===== config.mk =====
export PLATFORM = sky130hd
export DESIGN_NAME = hazard_scoreboard_flat
export DESIGN_NICKNAME = d
export VERILOG_FILES = /design/src/rtl/hazard_scoreboard_if.sv /design/src/rtl/hazard_scoreboard.sv /design/src/flat_wrapper.sv
export SDC_FILE = /design/constraint.sdc
export NUM_CORES = 1
export LEC_CHECK = 0
export BUFFER_PORTS_ARGS = -buffer_cell sky130_fd_sc_hd__buf_2
export CAP_MARGIN = 30
export CORE_MARGIN = 4
export CORE_UTILIZATION = 45
export CTS_CLUSTER_SIZE = 30
export DETAILED_ROUTE_END_ITERATION = 12
export PLACE_DENSITY = 0.58
export SLEW_MARGIN = 15
export SYNTH_ARGS = -nofsm -noshare
export SYNTH_HDL_FRONTEND = slang
export SYNTH_SLANG_ARGS = --single-unit

===== constraint.sdc =====
create_clock -name clk -period 13.7 [get_ports clk]
set_clock_uncertainty 0.15 [all_clocks]
set_input_delay 2.74 -clock clk [delete_from_list [all_inputs] [get_ports clk]]
set_output_delay 2.74 -clock clk [all_outputs]
set_load 0.1 [all_outputs]

===== src/rtl/hazard_scoreboard_if.sv =====
// EX-stage <-> hazard scoreboard signal bundle.
interface hazard_scoreboard_if #(
  parameter int unsigned REG_ADDR_W      = 5,
  parameter int unsigned LAT_W           = 3,
  parameter int unsigned MAX_OUTSTANDING = 4
);
  localparam int unsigned CNT_W = $clog2(MAX_OUTSTANDING) + 1;

  logic                  ex_valid;
  logic [REG_ADDR_W-1:0] ex_rs1;
  logic [REG_ADDR_W-1:0] ex_rs2;
  logic                  ex_rs1_used;
  logic                  ex_rs2_used;
  logic                  ex_we;
  logic [REG_ADDR_W-1:0] ex_rd;
  logic                  ex_var;
  logic [LAT_W-1:0]      ex_lat;
  logic                  complete_valid;
  logic                  bubble;
  logic                  issue;
  logic [CNT_W-1:0]      outstanding;
  logic                  err_underflow;

  // EX pipeline side: presents the instruction and completions.
  modport master (
    output ex_valid, ex_rs1, ex_rs2, ex_rs1_used, ex_rs2_used,
           ex_we, ex_rd, ex_var, ex_lat, complete_valid,
    input  bubble, issue, outstanding, err_underflow
  );

  // Scoreboard side.
  modport slave (
    input  ex_valid, ex_rs1, ex_rs2, ex_rs1_used, ex_rs2_used,
           ex_we, ex_rd, ex_var, ex_lat, complete_valid,
    output bubble, issue, outstanding, err_underflow
  );
endinterface


===== src/rtl/hazard_scoreboard.sv =====
// Register-hazard scoreboard: per-register countdown timers for fixed-latency
// producers plus an in-order queue of destinations for variable-latency ones.
module hazard_scoreboard #(
  parameter int unsigned REG_ADDR_W      = 5,
  parameter int unsigned LAT_W           = 3,
  parameter int unsigned MAX_OUTSTANDING = 4,
  parameter bit          COMPLETE_BYPASS = 1'b1
) (
  input logic                clk,
  input logic                rst,
  hazard_scoreboard_if.slave sb
);
  localparam int unsigned NUM_REGS = 1 << REG_ADDR_W;
  localparam int unsigned PTR_W    = $clog2(MAX_OUTSTANDING);
  localparam int unsigned CNT_W    = PTR_W + 1;

  logic [LAT_W-1:0]      timer_q [NUM_REGS];
  logic [NUM_REGS-1:0]   pend_q;
  logic [REG_ADDR_W-1:0] queue_q [MAX_OUTSTANDING];
  logic [PTR_W-1:0]      head_q;
  logic [PTR_W-1:0]      tail_q;
  logic [CNT_W-1:0]      count_q;
  logic                  err_q;

  logic [REG_ADDR_W-1:0] head_rd;
  logic [NUM_REGS-1:0]   busy_vec;
  logic                  raw;
  logic                  waw;
  logic                  full;
  logic                  bubble;
  logic                  issue;
  logic                  wr_ok;
  logic                  push;
  logic                  fix_set;
  logic                  pop;
  logic                  underflow;
  logic [LAT_W-1:0]      fix_lat;

  assign head_rd = queue_q[head_q];

  // Per-register busy flags; register 0 is never busy.
  always_comb begin
    busy_vec = '0;
    for (int unsigned r = 1; r < NUM_REGS; r++) begin
      busy_vec[r] = (timer_q[r] != '0) ||
                    (pend_q[r] && !(COMPLETE_BYPASS && sb.complete_valid &&
                                    head_rd == REG_ADDR_W'(r)));
    end
  end

  // Hazard detection and issue decode for the instruction in EX.
  always_comb begin
    raw       = (sb.ex_rs1_used && busy_vec[sb.ex_rs1]) ||
                (sb.ex_rs2_used && busy_vec[sb.ex_rs2]);
    waw       = sb.ex_we && busy_vec[sb.ex_rd];
    full      = sb.ex_we && sb.ex_var && (sb.ex_rd != '0) &&
                (count_q == CNT_W'(MAX_OUTSTANDING));
    bubble    = sb.ex_valid && (raw || waw || full);
    issue     = sb.ex_valid && !bubble;
    wr_ok     = issue && sb.ex_we && (sb.ex_rd != '0);
    push      = wr_ok && sb.ex_var;
    fix_set   = wr_ok && !sb.ex_var;
    pop       = sb.complete_valid && (count_q != '0);
    underflow = sb.complete_valid && (count_q == '0);
    fix_lat   = (sb.ex_lat == '0) ? '0 : sb.ex_lat - LAT_W'(1);
  end

  assign sb.bubble        = bubble;
  assign sb.issue         = issue;
  assign sb.outstanding   = count_q;
  assign sb.err_underflow = err_q;

  // Timer countdown, queue push/pop and sticky underflow flag.
  always_ff @(posedge clk) begin
    if (rst) begin
      for (int unsigned r = 0; r < NUM_REGS; r++) timer_q[r] <= '0;
      for (int unsigned i = 0; i < MAX_OUTSTANDING; i++) queue_q[i] <= '0;
      pend_q  <= '0;
      head_q  <= '0;
      tail_q  <= '0;
      count_q <= '0;
      err_q   <= 1'b0;
    end else begin
      for (int unsigned r = 1; r < NUM_REGS; r++) begin
        if (timer_q[r] != '0) timer_q[r] <= timer_q[r] - LAT_W'(1);
      end
      if (fix_set) timer_q[sb.ex_rd] <= fix_lat;
      // Clear before set: under bypass a new producer may reuse the retiring rd.
      if (pop) begin
        pend_q[head_rd] <= 1'b0;
        head_q          <= head_q + PTR_W'(1);
      end
      if (push) begin
        queue_q[tail_q]   <= sb.ex_rd;
        pend_q[sb.ex_rd]  <= 1'b1;
        tail_q            <= tail_q + PTR_W'(1);
      end
      if (underflow) err_q <= 1'b1;
      if (push && !pop)      count_q <= count_q + CNT_W'(1);
      else if (pop && !push) count_q <= count_q - CNT_W'(1);
    end
  end
endmodule


===== src/flat_wrapper.sv =====
// flat-port wrapper written by rule: the top's interface ports become plain ports
module hazard_scoreboard_flat 
#(
  parameter int unsigned REG_ADDR_W      = 5,
  parameter int unsigned LAT_W           = 3,
  parameter int unsigned MAX_OUTSTANDING = 4,
  parameter bit          COMPLETE_BYPASS = 1'b1
)
  (clk, rst, sb_ex_valid, sb_ex_rs1, sb_ex_rs2, sb_ex_rs1_used, sb_ex_rs2_used, sb_ex_we, sb_ex_rd, sb_ex_var, sb_ex_lat, sb_complete_valid, sb_bubble, sb_issue, sb_outstanding, sb_err_underflow);
  hazard_scoreboard_if #(.REG_ADDR_W(REG_ADDR_W), .LAT_W(LAT_W), .MAX_OUTSTANDING(MAX_OUTSTANDING)) sb_i ();
  input logic clk;
  input logic rst;
  input wire logic [$bits(sb_i.ex_valid)-1:0] sb_ex_valid;
  input wire logic [$bits(sb_i.ex_rs1)-1:0] sb_ex_rs1;
  input wire logic [$bits(sb_i.ex_rs2)-1:0] sb_ex_rs2;
  input wire logic [$bits(sb_i.ex_rs1_used)-1:0] sb_ex_rs1_used;
  input wire logic [$bits(sb_i.ex_rs2_used)-1:0] sb_ex_rs2_used;
  input wire logic [$bits(sb_i.ex_we)-1:0] sb_ex_we;
  input wire logic [$bits(sb_i.ex_rd)-1:0] sb_ex_rd;
  input wire logic [$bits(sb_i.ex_var)-1:0] sb_ex_var;
  input wire logic [$bits(sb_i.ex_lat)-1:0] sb_ex_lat;
  input wire logic [$bits(sb_i.complete_valid)-1:0] sb_complete_valid;
  output wire logic [$bits(sb_i.bubble)-1:0] sb_bubble;
  output wire logic [$bits(sb_i.issue)-1:0] sb_issue;
  output wire logic [$bits(sb_i.outstanding)-1:0] sb_outstanding;
  output wire logic [$bits(sb_i.err_underflow)-1:0] sb_err_underflow;
  assign sb_i.ex_valid = sb_ex_valid;
  assign sb_i.ex_rs1 = sb_ex_rs1;
  assign sb_i.ex_rs2 = sb_ex_rs2;
  assign sb_i.ex_rs1_used = sb_ex_rs1_used;
  assign sb_i.ex_rs2_used = sb_ex_rs2_used;
  assign sb_i.ex_we = sb_ex_we;
  assign sb_i.ex_rd = sb_ex_rd;
  assign sb_i.ex_var = sb_ex_var;
  assign sb_i.ex_lat = sb_ex_lat;
  assign sb_i.complete_valid = sb_complete_valid;
  assign sb_bubble = sb_i.bubble;
  assign sb_issue = sb_i.issue;
  assign sb_outstanding = sb_i.outstanding;
  assign sb_err_underflow = sb_i.err_underflow;
  hazard_scoreboard #(.REG_ADDR_W(REG_ADDR_W), .LAT_W(LAT_W), .MAX_OUTSTANDING(MAX_OUTSTANDING), .COMPLETE_BYPASS(COMPLETE_BYPASS)) u_core (.clk(clk), .rst(rst), .sb(sb_i));
endmodule

==> run_results.csv <==
group,metric,value,unit
synth,yosys_warnings,0,
synth,synth.area.top_cells,"edfxtp_1, dfxtp_1, ha_1, mux2_2, nor2_1",
timing,post-route-period-util,69.45,%
global_route,grt_overflow,0,
detailed_routing,ant_nets,0,
timing,worst_pin_slew,0.9298,ns
clock_network,clock_path_buffers,2,
timing,rsz0062_at_grt,"no",
detailed_routing,routed_wirelength,35.93,mm
clock_network,cts_made_buffers,17,
synth,yosysSeqAreaShare,38.36,%
synth,avgSynthCellArea,9.125,um^2
detailed_routing,first_pass_iters,6,
synth,synth_nets,1296,
timing,slew_headroom,36.41,%
synth,ys_types,75,
placement,placed_cells,1483,
synth,ys_ff_latch,154,
worst_hold_path,hold_class,"reg -> reg",
pwr,leakage,0.004413,uW
setup_path,worstSetupEndpointType,"primary output",
detailed_routing,routed-via-count,9653,
global_route,antenna_found_initial,0,
pwr,p_int,1291,uW
global_route,grt_use_total,26.75,%
setup_path,crit_path_start_kind,"primary input",
pwr,ir_drop,0.1010,mV
clock_network,root_buffer,"clkbuf_16",
synth,synth-compound-area-share,16.48,%
pwr,p_switching,889.1,uW
timing,fin_tns_setup,0,ns
clock_network,post-cts-setup-buffers,0,
global_route,grt_pass1_vias,9114,
setup_path,worst-setup-path-type,"in -> out",
synth,synthArstFlopShare,0,%
clock_network,cts.sinks,154,
synth,synthXorXnorAreaFrac,1.834,%
synth,syn_inst,1204,
status,status,"finished, final reports clean",
finish,area_growth,8.063,%
finish,fillCellCount,2253,
synth,yosysTopAreaCell,"edfxtp_1",
setup_path,path_max_fanout,29,
pwr,p_per_area,183.6,mW/mm^2
timing,finalSetupViolations,0,
finish,nets,1275,
floorplan,die-area,0.02698,mm^2
job,cap_violations,0,
finish,drive_gt1_share,12.04,%
placement,dp_hpwl,25.34,mm
clock_network,cts_tree,"done",
floorplan,ios,32,
placement,io_buffers,31,
placement,place_congestion,0.9919,
floorplan,fp.dieW,164.3,um
detailed_routing,viasPerCell,6.372,
clock_network,cts_resized,0,
finish,final_cell_mix,"edfxtp_1, nor2_1, nand2_1",
setup_path,crit_arrival,6.62,ns
synth,netlist_area,0.01099,mm^2
finish,fin_cells,1515,
synth,synth_ff_type,"edfxtp_1",
pwr,netSwitchingFraction,40.78,%
clock_network,cts.reportedPaths.clkPinSlew,0.07,ns
finish,final_common_cell,"edfxtp_1",
timing,fmax,105.1,MHz
synth,synth_edf_count,113,
floorplan,initial_utilization,46.25,%
clock_network,h-tree-depth,4,
pwr,power_frac_clock,21.3,%
pwr,p_seq_share,34.5,%
floorplan,die_h,164.3,um
detailed_routing,drc,0,
timing,fin_crit,9.514,ns
synth,synthAdderAreaFrac,7.585,%
synth,synth_top_area_share,30.88,%
synth,synth_top_family_by_area,"simple AND/OR/NAND/NOR gates",
synth,yosys.area_share.simple,22.65,%
detailed_routing,drt_iter0_markers,1083,
pwr,combPwrFrac,44.2,%
floorplan,coreArea,0.02375,mm^2
detailed_routing,wl_per_cell,23.71,um
timing,final-max-slew-violation-count,0,
finish,n_antenna_cell,0,
timing,hold_viol,0,
synth,muxShareOfSynthArea,7.049,%
floorplan,fp-row-count,56,
clock_network,clk-insertion-delay-late,0.45,ns
global_route,grt_max_degree,49,
setup_path,critPathRequiredTime,10.81,ns
global_route,grt_pass1_wl,54.60,mm
clock_network,cts_hold_buf,0,
-- cells by family (layout without fill, tap and decap cells) --
kind of cell,after synthesis,in the layout
xor+xnor,23,23
fa+ha+maj,66,66
flops,154,154
compound gates,263,263
mux,66,66
buf+inv,168,160
simple gates,464,464
-- layout make-up --
class | count | area, um^2 | area share [%]
clock buffers | 20 | 446.7 | 3.762
clock inverters | 12 | 115.1 | 0.9695
inverters | 83 | 311.5 | 2.624
multi-input cells | 882 | 6122 | 51.57
flip-flops and latches | 154 | 4214 | 35.49
well taps | 319 | 399.1 | 3.362
repair buffers | 45 | 264.0 | 2.224
-- sequential cells by signal, indices dropped and copies added (netlist names), named ones only --
name                     cells
u_core.head_q                2
u_core.pend_q               31
u_core.queue_q              20
u_core.sb.err_underflow      1
u_core.sb.outstanding        3
u_core.tail_q                2
u_core.timer_q              93
-- layer usage --
layer	routed length [um]	part of all wire [%]	GRT usage (%)	vias to the layer above
met3	2958	8.2	6.073	81
met5	0	0	0	-
met4	1111	3.1	8.959	0
met2	16120	45	41.45	498
met1	15740	44	37.06	4652
li1	-	-	-	4422
-- power by group through the flow --
stage | combinational, uW | sequential, uW | clock (uW)
finish | 963 | 753 | 464
global route | 1060 | 770 | 493
detailed placement | 944 | 764 | 0
CTS | 952 | 754 | 470
global placement | 930 | 759 | 0
floorplan | 688 | 763 | 0
-- path summary, 6_finish.rpt --
path | from | to | slack (ns) | cells after the start
setup / recovery | sb_ex_rd[0] | sb_bubble | 4.19 | 12
hold / removal | u_core.pend_q[14] | u_core.pend_q[14] | 0.36 | 2
setup reg to reg | flop | u_core.sb.outstanding[2] | 7.09 | 17
hold reg to reg | u_core.pend_q[14] | u_core.pend_q[14] | 0.36 | 2
-- metrics by stage --
step           setup slack [ns]  total power, uW  hold WS [ns]  utilization [%]  cell area (um^2)
2_1_floorplan             3.272             1451        0.3000                -             10990
3_3_place_gp              4.276             1689        0.3147            47.51             11280
3_5_place_dp              4.218             1708        0.3292            47.62             11310
4_1_cts                   4.218             2177        0.3426            49.98             11870
5_1_grt                   3.968             2325        0.3859            49.98             11870
6_report                  4.186             2180        0.3567            49.98             11870
-- critical path, stage by stage --
cell      delay [ns]
buf_2           0.33
nand2b_1        0.59
nor2_1          0.21
a311oi_1        0.34
nand4_1         0.12
or4_1           0.49
or4_1           0.56
nor3_2          0.25
a21oi_2         0.08
buf_4           0.26
a21boi_0        0.17
buf_2           0.44
-- cell usage after synthesis (20+ instances only) --
cell type,number
nand4_1,21
mux2i_1,20
nand2_1,87
o21ai_0,47
ha_1,65
a21oi_1,23
clkbuf_1,62
nand2b_1,34
nor2_1,99
o31ai_1,41
mux2_2,41
edfxtp_1,113
inv_1,81
o211ai_1,43
o22ai_1,32
dfxtp_1,41
nand3_1,35
nor3_1,39
nor2b_1,29
or3_1,24
Note: power is estimated with default switching activity, not from simulation.
